**config.mk**
```make
export PLATFORM = sky130hd
export DESIGN_NAME = cdb_arbiter_flat
export DESIGN_NICKNAME = d
export VERILOG_FILES = /design/src/rtl/rv32i_types.sv /design/src/rtl/cdb_arbiter_if.sv /design/src/rtl/cdb_arbiter_rr_arbiter.sv /design/src/rtl/cdb_arbiter.sv /design/src/flat_wrapper.sv
export SDC_FILE = /design/constraint.sdc
export NUM_CORES = 1
export LEC_CHECK = 0
export ABC_AREA = 1
export CAP_MARGIN = 0
export CELL_PAD_IN_SITES_DETAIL_PLACEMENT = 0
export CELL_PAD_IN_SITES_GLOBAL_PLACEMENT = 1
export CORE_UTILIZATION = 34
export DETAILED_ROUTE_END_ITERATION = 8
export MAX_ROUTING_LAYER = met4
export PLACE_DENSITY_LB_ADDON = 0.25
export SLEW_MARGIN = 20
export SYNTH_ARGS = -nofsm -noshare
export SYNTH_HDL_FRONTEND = slang
export SYNTH_SLANG_ARGS = --single-unit
```
**constraint.sdc**
```tcl
create_clock -name clk -period 3.3 [get_ports clk]
set_clock_uncertainty 0.1 [all_clocks]
set_input_delay 0.33 -clock clk [delete_from_list [all_inputs] [get_ports clk]]
set_output_delay 0.33 -clock clk [all_outputs]
set_load 0.01 [all_outputs]
```
**src/rtl/rv32i_types.sv**
```systemverilog
// rtl/rv32i_types.sv - shared core types: FU kinds, CDB broadcast and CDB holding-slot structs
package rv32i_types;

    localparam int CDB_DATA_W    = 32;
    localparam int CDB_ROB_IDX_W = 5;
    localparam int CDB_REG_IDX_W = 5;
    localparam int NUM_CDB_FU    = 4;

    typedef enum logic [2:0] {
        TYPE_NONE = 3'd0,
        TYPE_ALU  = 3'd1,
        TYPE_MUL  = 3'd2,
        TYPE_BR   = 3'd3,
        TYPE_MEM  = 3'd4
    } types_t;

    typedef struct packed {
        logic                     valid;
        logic [CDB_DATA_W-1:0]    data;
        logic [CDB_ROB_IDX_W-1:0] rob_idx;
        logic [CDB_REG_IDX_W-1:0] rd_addr;
        logic                     regf_we;
        logic [CDB_DATA_W-1:0]    commit_data;
        logic [CDB_ROB_IDX_W-1:0] commit_rob_idx;
        logic [CDB_REG_IDX_W-1:0] commit_rd_addr;
    } cdb_t;

    typedef struct packed {
        logic                     valid;
        logic [CDB_DATA_W-1:0]    data;
        logic [CDB_ROB_IDX_W-1:0] rob_idx;
        logic [CDB_REG_IDX_W-1:0] rd_addr;
        logic                     regf_we;
    } cdb_req_t;

endpackage

```
**src/rtl/cdb_arbiter_if.sv**
```systemverilog
// rtl/cdb_arbiter_if.sv - per-FU result handoff bundle into the CDB arbiter
interface cdb_arbiter_if #(
    parameter int NUM_FU    = 4,
    parameter int DATA_W    = 32,
    parameter int ROB_IDX_W = 5,
    parameter int REG_IDX_W = 5
);
    logic [NUM_FU-1:0]           fu_valid;
    logic [NUM_FU-1:0]           fu_ready;
    logic [NUM_FU*DATA_W-1:0]    fu_data;
    logic [NUM_FU*ROB_IDX_W-1:0] fu_rob_idx;
    logic [NUM_FU*REG_IDX_W-1:0] fu_rd_addr;
    logic [NUM_FU-1:0]           fu_regf_we;

    modport master (
        output fu_valid, fu_data, fu_rob_idx, fu_rd_addr, fu_regf_we,
        input  fu_ready
    );

    modport slave (
        input  fu_valid, fu_data, fu_rob_idx, fu_rd_addr, fu_regf_we,
        output fu_ready
    );
endinterface

```
**src/rtl/cdb_arbiter_rr_arbiter.sv**
```systemverilog
// rtl/cdb_arbiter_rr_arbiter.sv - combinational round-robin picker, scans upward from rr_ptr with wrap
module rr_arbiter #(
    parameter int NUM_FU = 4,
    parameter int PTR_W  = (NUM_FU > 1) ? $clog2(NUM_FU) : 1
) (
    input  logic [NUM_FU-1:0] req_i,
    input  logic [PTR_W-1:0]  rr_ptr_i,
    output logic [NUM_FU-1:0] grant_o,
    output logic [PTR_W-1:0]  winner_o
);
    int   idx;
    logic found;

    always_comb begin
        grant_o  = '0;
        winner_o = '0;
        found    = 1'b0;
        idx      = 0;
        for (int k = 0; k < NUM_FU; k++) begin
            idx = int'(rr_ptr_i) + k;
            if (idx >= NUM_FU) idx = idx - NUM_FU;
            if (!found && req_i[idx]) begin
                found        = 1'b1;
                grant_o[idx] = 1'b1;
                winner_o     = idx[PTR_W-1:0];
            end
        end
    end
endmodule

```
**src/rtl/cdb_arbiter.sv**
```systemverilog
// rtl/cdb_arbiter.sv - CDB sharing: per-FU holding slots, round-robin grant, registered broadcast
// Optional per-FU stall counters when CDB_STALL_CNT_EN is defined.
module cdb_arbiter
    import rv32i_types::*;
#(
    parameter int NUM_FU    = NUM_CDB_FU,
    parameter int DATA_W    = CDB_DATA_W,
    parameter int ROB_IDX_W = CDB_ROB_IDX_W,
    parameter int REG_IDX_W = CDB_REG_IDX_W,
    parameter int PTR_W     = (NUM_FU > 1) ? $clog2(NUM_FU) : 1
) (
    input  logic                 clk,
    input  logic                 rst_n,
    input  logic                 flush,
    cdb_arbiter_if.slave         fu,
    input  logic                 rob_commit_valid,
    input  logic [DATA_W-1:0]    rob_commit_data,
    input  logic [ROB_IDX_W-1:0] rob_commit_rob_idx,
    input  logic [REG_IDX_W-1:0] rob_commit_rd_addr,
`ifdef CDB_STALL_CNT_EN
    output logic [NUM_FU*32-1:0] stall_cnt,
`endif
    output cdb_t                 cdb_out,
    output logic [PTR_W-1:0]     grant_idx
);
    cdb_req_t          hold_q [NUM_FU];
    cdb_req_t          hold_d [NUM_FU];
    logic [NUM_FU-1:0] req;
    logic [NUM_FU-1:0] grant;
    logic [NUM_FU-1:0] ready;
    logic [PTR_W-1:0]  winner;
    logic [PTR_W-1:0]  rr_ptr_q, rr_ptr_d;
    logic [PTR_W-1:0]  grant_idx_q, grant_idx_d;
    cdb_t              cdb_q, cdb_d;
    logic              win;

    always_comb begin
        req = '0;
        for (int i = 0; i < NUM_FU; i++) req[i] = hold_q[i].valid;
    end

    rr_arbiter #(.NUM_FU(NUM_FU), .PTR_W(PTR_W)) u_rr (
        .req_i    (req),
        .rr_ptr_i (rr_ptr_q),
        .grant_o  (grant),
        .winner_o (winner)
    );

    // A slot being drained this cycle can refill in the same cycle.
    assign ready       = ~req | grant;
    assign fu.fu_ready = ready;
    assign win         = |grant && !flush;

    always_comb begin
        hold_d = hold_q;
        for (int i = 0; i < NUM_FU; i++) begin
            if (flush) begin
                hold_d[i].valid = 1'b0;
            end else if (fu.fu_valid[i] && ready[i]) begin
                hold_d[i].valid   = 1'b1;
                hold_d[i].data    = fu.fu_data[i*DATA_W +: DATA_W];
                hold_d[i].rob_idx = fu.fu_rob_idx[i*ROB_IDX_W +: ROB_IDX_W];
                hold_d[i].rd_addr = fu.fu_rd_addr[i*REG_IDX_W +: REG_IDX_W];
                hold_d[i].regf_we = fu.fu_regf_we[i];
            end else if (grant[i]) begin
                hold_d[i].valid = 1'b0;
            end
        end

        rr_ptr_d    = rr_ptr_q;
        grant_idx_d = grant_idx_q;
        cdb_d       = cdb_q;
        cdb_d.valid = win;
        if (win) begin
            rr_ptr_d      = (winner == PTR_W'(NUM_FU - 1)) ? '0 : winner + 1'b1;
            grant_idx_d   = winner;
            cdb_d.data    = hold_q[winner].data;
            cdb_d.rob_idx = hold_q[winner].rob_idx;
            cdb_d.rd_addr = hold_q[winner].rd_addr;
            cdb_d.regf_we = hold_q[winner].regf_we;
        end

        // Commit is in-order and non-speculative, so flush does not touch it.
        cdb_d.commit_data    = rob_commit_valid ? rob_commit_data    : '0;
        cdb_d.commit_rob_idx = rob_commit_valid ? rob_commit_rob_idx : '0;
        cdb_d.commit_rd_addr = rob_commit_valid ? rob_commit_rd_addr : '0;
    end

    always_ff @(posedge clk) begin
        if (!rst_n) begin
            for (int i = 0; i < NUM_FU; i++) hold_q[i] <= '0;
            rr_ptr_q    <= '0;
            grant_idx_q <= '0;
            cdb_q       <= '0;
        end else begin
            hold_q      <= hold_d;
            rr_ptr_q    <= rr_ptr_d;
            grant_idx_q <= grant_idx_d;
            cdb_q       <= cdb_d;
        end
    end

    assign cdb_out   = cdb_q;
    assign grant_idx = grant_idx_q;

`ifdef CDB_STALL_CNT_EN
    logic [31:0] stall_q [NUM_FU];

    always_ff @(posedge clk) begin
        if (!rst_n) begin
            for (int i = 0; i < NUM_FU; i++) stall_q[i] <= '0;
        end else begin
            for (int i = 0; i < NUM_FU; i++) begin
                if (req[i] && !grant[i] && !flush && stall_q[i] != 32'hFFFF_FFFF)
                    stall_q[i] <= stall_q[i] + 32'd1;
            end
        end
    end

    always_comb begin
        stall_cnt = '0;
        for (int i = 0; i < NUM_FU; i++) stall_cnt[i*32 +: 32] = stall_q[i];
    end
`endif
endmodule

```
**src/flat_wrapper.sv**
```systemverilog
// flat-port wrapper written by rule: the top's interface ports become plain ports
module cdb_arbiter_flat import rv32i_types::*;
#(
    parameter int NUM_FU    = NUM_CDB_FU,
    parameter int DATA_W    = CDB_DATA_W,
    parameter int ROB_IDX_W = CDB_ROB_IDX_W,
    parameter int REG_IDX_W = CDB_REG_IDX_W,
    parameter int PTR_W     = (NUM_FU > 1) ? $clog2(NUM_FU) : 1
)
  (clk, rst_n, flush, rob_commit_valid, rob_commit_data, rob_commit_rob_idx, rob_commit_rd_addr, cdb_out, grant_idx, fu_fu_valid, fu_fu_data, fu_fu_rob_idx, fu_fu_rd_addr, fu_fu_regf_we, fu_fu_ready);
  cdb_arbiter_if #(.NUM_FU(NUM_FU), .DATA_W(DATA_W), .ROB_IDX_W(ROB_IDX_W), .REG_IDX_W(REG_IDX_W)) fu_i ();
  input  logic clk;
  input  logic rst_n;
  input  logic flush;
  input  logic rob_commit_valid;
  input  logic [DATA_W-1:0] rob_commit_data;
  input  logic [ROB_IDX_W-1:0] rob_commit_rob_idx;
  input  logic [REG_IDX_W-1:0] rob_commit_rd_addr;
  output cdb_t cdb_out;
  output logic [PTR_W-1:0] grant_idx;
  input wire logic [$bits(fu_i.fu_valid)-1:0] fu_fu_valid;
  input wire logic [$bits(fu_i.fu_data)-1:0] fu_fu_data;
  input wire logic [$bits(fu_i.fu_rob_idx)-1:0] fu_fu_rob_idx;
  input wire logic [$bits(fu_i.fu_rd_addr)-1:0] fu_fu_rd_addr;
  input wire logic [$bits(fu_i.fu_regf_we)-1:0] fu_fu_regf_we;
  output wire logic [$bits(fu_i.fu_ready)-1:0] fu_fu_ready;
  assign fu_i.fu_valid = fu_fu_valid;
  assign fu_i.fu_data = fu_fu_data;
  assign fu_i.fu_rob_idx = fu_fu_rob_idx;
  assign fu_i.fu_rd_addr = fu_fu_rd_addr;
  assign fu_i.fu_regf_we = fu_fu_regf_we;
  assign fu_fu_ready = fu_i.fu_ready;
  cdb_arbiter #(.NUM_FU(NUM_FU), .DATA_W(DATA_W), .ROB_IDX_W(ROB_IDX_W), .REG_IDX_W(REG_IDX_W), .PTR_W(PTR_W)) u_core (.clk(clk), .rst_n(rst_n), .flush(flush), .fu(fu_i), .rob_commit_valid(rob_commit_valid), .rob_commit_data(rob_commit_data), .rob_commit_rob_idx(rob_commit_rob_idx), .rob_commit_rd_addr(rob_commit_rd_addr), .cdb_out(cdb_out), .grant_idx(grant_idx));
endmodule
```
==> metrics, run 1 <==
Vias=11248; crit-path max FO=8; cell accounting for the most synthesized area=dfxtp_1; most used flip-flop cell after synthesis=dfxtp_1; Slew @ Worst Pin=0.700 ns; hpwl dp=26.1 mm; initial antenna violation count=3; leakage=6.90 nW; Total Nets Final=2127; status=finished, final reports clean; Vert. Die Dim=187 um; I/O pin count=314; global-route wire length before repair=61.7 mm; R2R Path End=u_core.cdb_out[68]$_SDFFE_PN0P_; die area=35100 sq um; Mapped Cells=1622; CTS sink cnt=266; Final Hold Vio Count=0; CTS tree=yes; combinational share of power=42.2%; CP endpoint=fu_fu_ready[2]; Fmax=0.315 GHz; Tot GR Track Use=22.6%; Clock Power Share=27.0%; Iter 0 DRT Violations=573; Crit Path Class=flip-flop to output port; P_int=7.52 mW; Yosys cell types=27; DRC=0; site row count=67; asr flop ratio synth=0%; GRT met3 Usage=4.54%; total routed wirelength=38.8 mm; Tot Pwr=12.2 mW; worst min-delay path category=primary input to flip-flop; r2r setup slk=0.41 ns; Synth top cells by count=nand2_1, dfxtp_1, inv_1; Post-synth EDFFs=0; top cells by area, synth=dfxtp_1, nand2_1, nand3_1; PD cells=752 nW/um^2; fillcell total=3375; htree depth=1; Clk pin slew, worst setup/hold paths=0.06 ns; #FFs+latches synth=266; Syn Std Cell Area=11700 sq um; CP Capture Type=output port; Peak VDD IR=0.558 mV; min Tclk post-route=3.17 ns; Worst slew margin=53.3%; R2R cell count=16; WL/cell=16.4 um; sw frac=38.4%; Syn. warnings=0; Seq pwr share=30.8%; Core Region=33600 sq um; Starting Density=34.7%; Max-Cap Viols=0; WHS=0.169 ns; total negative slack=0 ns; final period utilization=96.2%; register area share after synthesis=45.6%; CTS Hold Bufs=0; clk_lat worst skew=0.57 ns; worst setup path startpoint=u_core.rr_ptr_q[1]$_SDFFE_PN0P_; final setup vio count=0; largest net degree at the start of global routing=87; GR peak layer=met2; met1 Resource Use GR=28.6%; Port Buffers=313; Multi-input gate area=5080 sq um; Initial DRT Pass Iterations=5; register area=5330 sq um; synthesized area per cell=7.19 sq um; area fraction of the dominant cell type after synthesis=45.6%; Remaining Overflow, GRT=0; Inserted Clock Buffers=31; WP data arrival=2.74 ns; Worst setup SP type=flip-flop; GPL Wtd Cong=0.783; worst r2r src=u_core.rr_ptr_q[1]$_SDFFE_PN0P_; die width=187 um; Detail Route Antenna Nets=0; number of global-route vias before repair=11363; Via density=4.75; most common cell in the netlist=nand2_1; clock buffer depth=3; Synth Net Count=1852; P&R area growth vs syn=39.2%; net switching power=4.69 mW; layout cells sized above 1=7.03%; Clock Root Buffer=clkbuf_16; GRT met2 Usage=36.7%; Max Slew Vio Count=0; CP required=2.87 ns
## routing by layer
layer	routed length, um	part of all wire, %
met1	17300	45
met2	17800	46
met3	2630	6.8
met4	976	2.5
met5	0	0
## layout by cell type (no fill, tap or decap), drive strengths merged
cell type and instances:
o21ai 100, a21oi 183, ha 8, nand3b 73, nand3 188, dfxtp 266, dlymetal6s2s 2, inv 202
nor2 142, nand4 9, buf 44, clkinv 3, clkdlybuf4s50 310, nand2 333, a31oi 1, a21boi 4
clkbuf 51, diode 3
## worst min-delay path by stage
stage                                               from                             end  slack (ns)  cells after the start
after floorplan            u_core.hold_q[0]$_SDFFE_PN0P_   u_core.hold_q[0]$_SDFFE_PN0P_        0.33                      2
after global placement    u_core.hold_q[38]$_SDFFE_PN0P_  u_core.hold_q[38]$_SDFFE_PN0P_        0.34                      2
after detailed placement  u_core.hold_q[39]$_SDFFE_PN0P_  u_core.hold_q[39]$_SDFFE_PN0P_        0.34                      2
after CTS                            rob_commit_data[21]   u_core.cdb_out[31]$_SDFF_PN0_        0.15                      3
after global routing                 rob_commit_data[21]   u_core.cdb_out[31]$_SDFF_PN0_        0.17                      3
final                                rob_commit_data[27]   u_core.cdb_out[37]$_SDFF_PN0_        0.17                      3
## layout make-up
type                    count  share of cell area, %
inverters                 201                   4.65
clock buffers              51                   5.79
flip-flops and latches    266                   32.8
clock inverters             4                  0.239
diodes                      3                 0.0462
repair buffers            356                   21.8
multi-input cells        1041                   31.3
well taps                 448                   3.45
## worst max-delay path: stages, from the launching register on
cell,delay (ns)
dfxtp_4,0.40
inv_1,0.07
ha_1,0.35
inv_1,0.09
nand2_1,0.07
nand2_1,0.13
nor2_4,0.16
nand3_1,0.17
nand4_4,0.16
clkdlybuf4s50_1,0.56
## what timing repair did
action,CTS,global route
cloned,0,1
setup buffers,1,7
setup endpoints to repair,4,7
pin swaps,1,4
resized for setup,2,6
## power groups by stage
stage	Combinational (mW)	Sequential, mW	Clock [mW]
after global routing	5.82	3.79	3.52
final	5.16	3.76	3.30
after detailed placement	5.08	3.82	0
after global placement	5.07	3.82	0
after CTS	5.12	3.76	3.39
after floorplan	3.42	3.86	0
## registers in the layout (all words and copies together), names as in the netlist
| register | count |
|---|---|
| u_core.hold_q | 176 |
| u_core.cdb_out | 86 |
| u_core.grant_idx | 2 |
| u_core.rr_ptr_q | 2 |
## cells by family (layout without fill, tap and decap cells)
kind of cell / after synthesis / in the layout / synth area share (%)
other: 0 / 3 / 0
flip-flops: 266 / 266 / 45.6
adder cells (fa/ha/maj): 8 / 8 / 0.858
AO/OA/AOI/OAI: 288 / 288 / 12.5
buffers and inverters: 316 / 612 / 11.5
AND/OR/NAND/NOR: 744 / 745 / 29.5
## per-stage QoR
stage                     cells  worst slack [ns]  instance area [sq um]  util [%]
after global placement     2303             0.352                  15200      45.1
after floorplan            1622             0.809                  11700         -
final                      2370             0.126                  16200      48.3
after CTS                  2359           0.00703                  16200      48.1
after global routing       2370           -0.0178                  16200      48.3
after detailed placement   2303             0.268                  15200      45.1
(Power assumes the default switching activity.)
==> inputs of run 2 (changes only) <==
--- a/config.mk
+++ b/config.mk
@@ -17,3 +17,4 @@
 export SYNTH_ARGS = -nofsm -noshare
 export SYNTH_HDL_FRONTEND = slang
 export SYNTH_SLANG_ARGS = --single-unit
+export TNS_END_PERCENT = 100
==> results of run 2 <==
No change in the layout: final DEF, timing and power equal those of run 1.
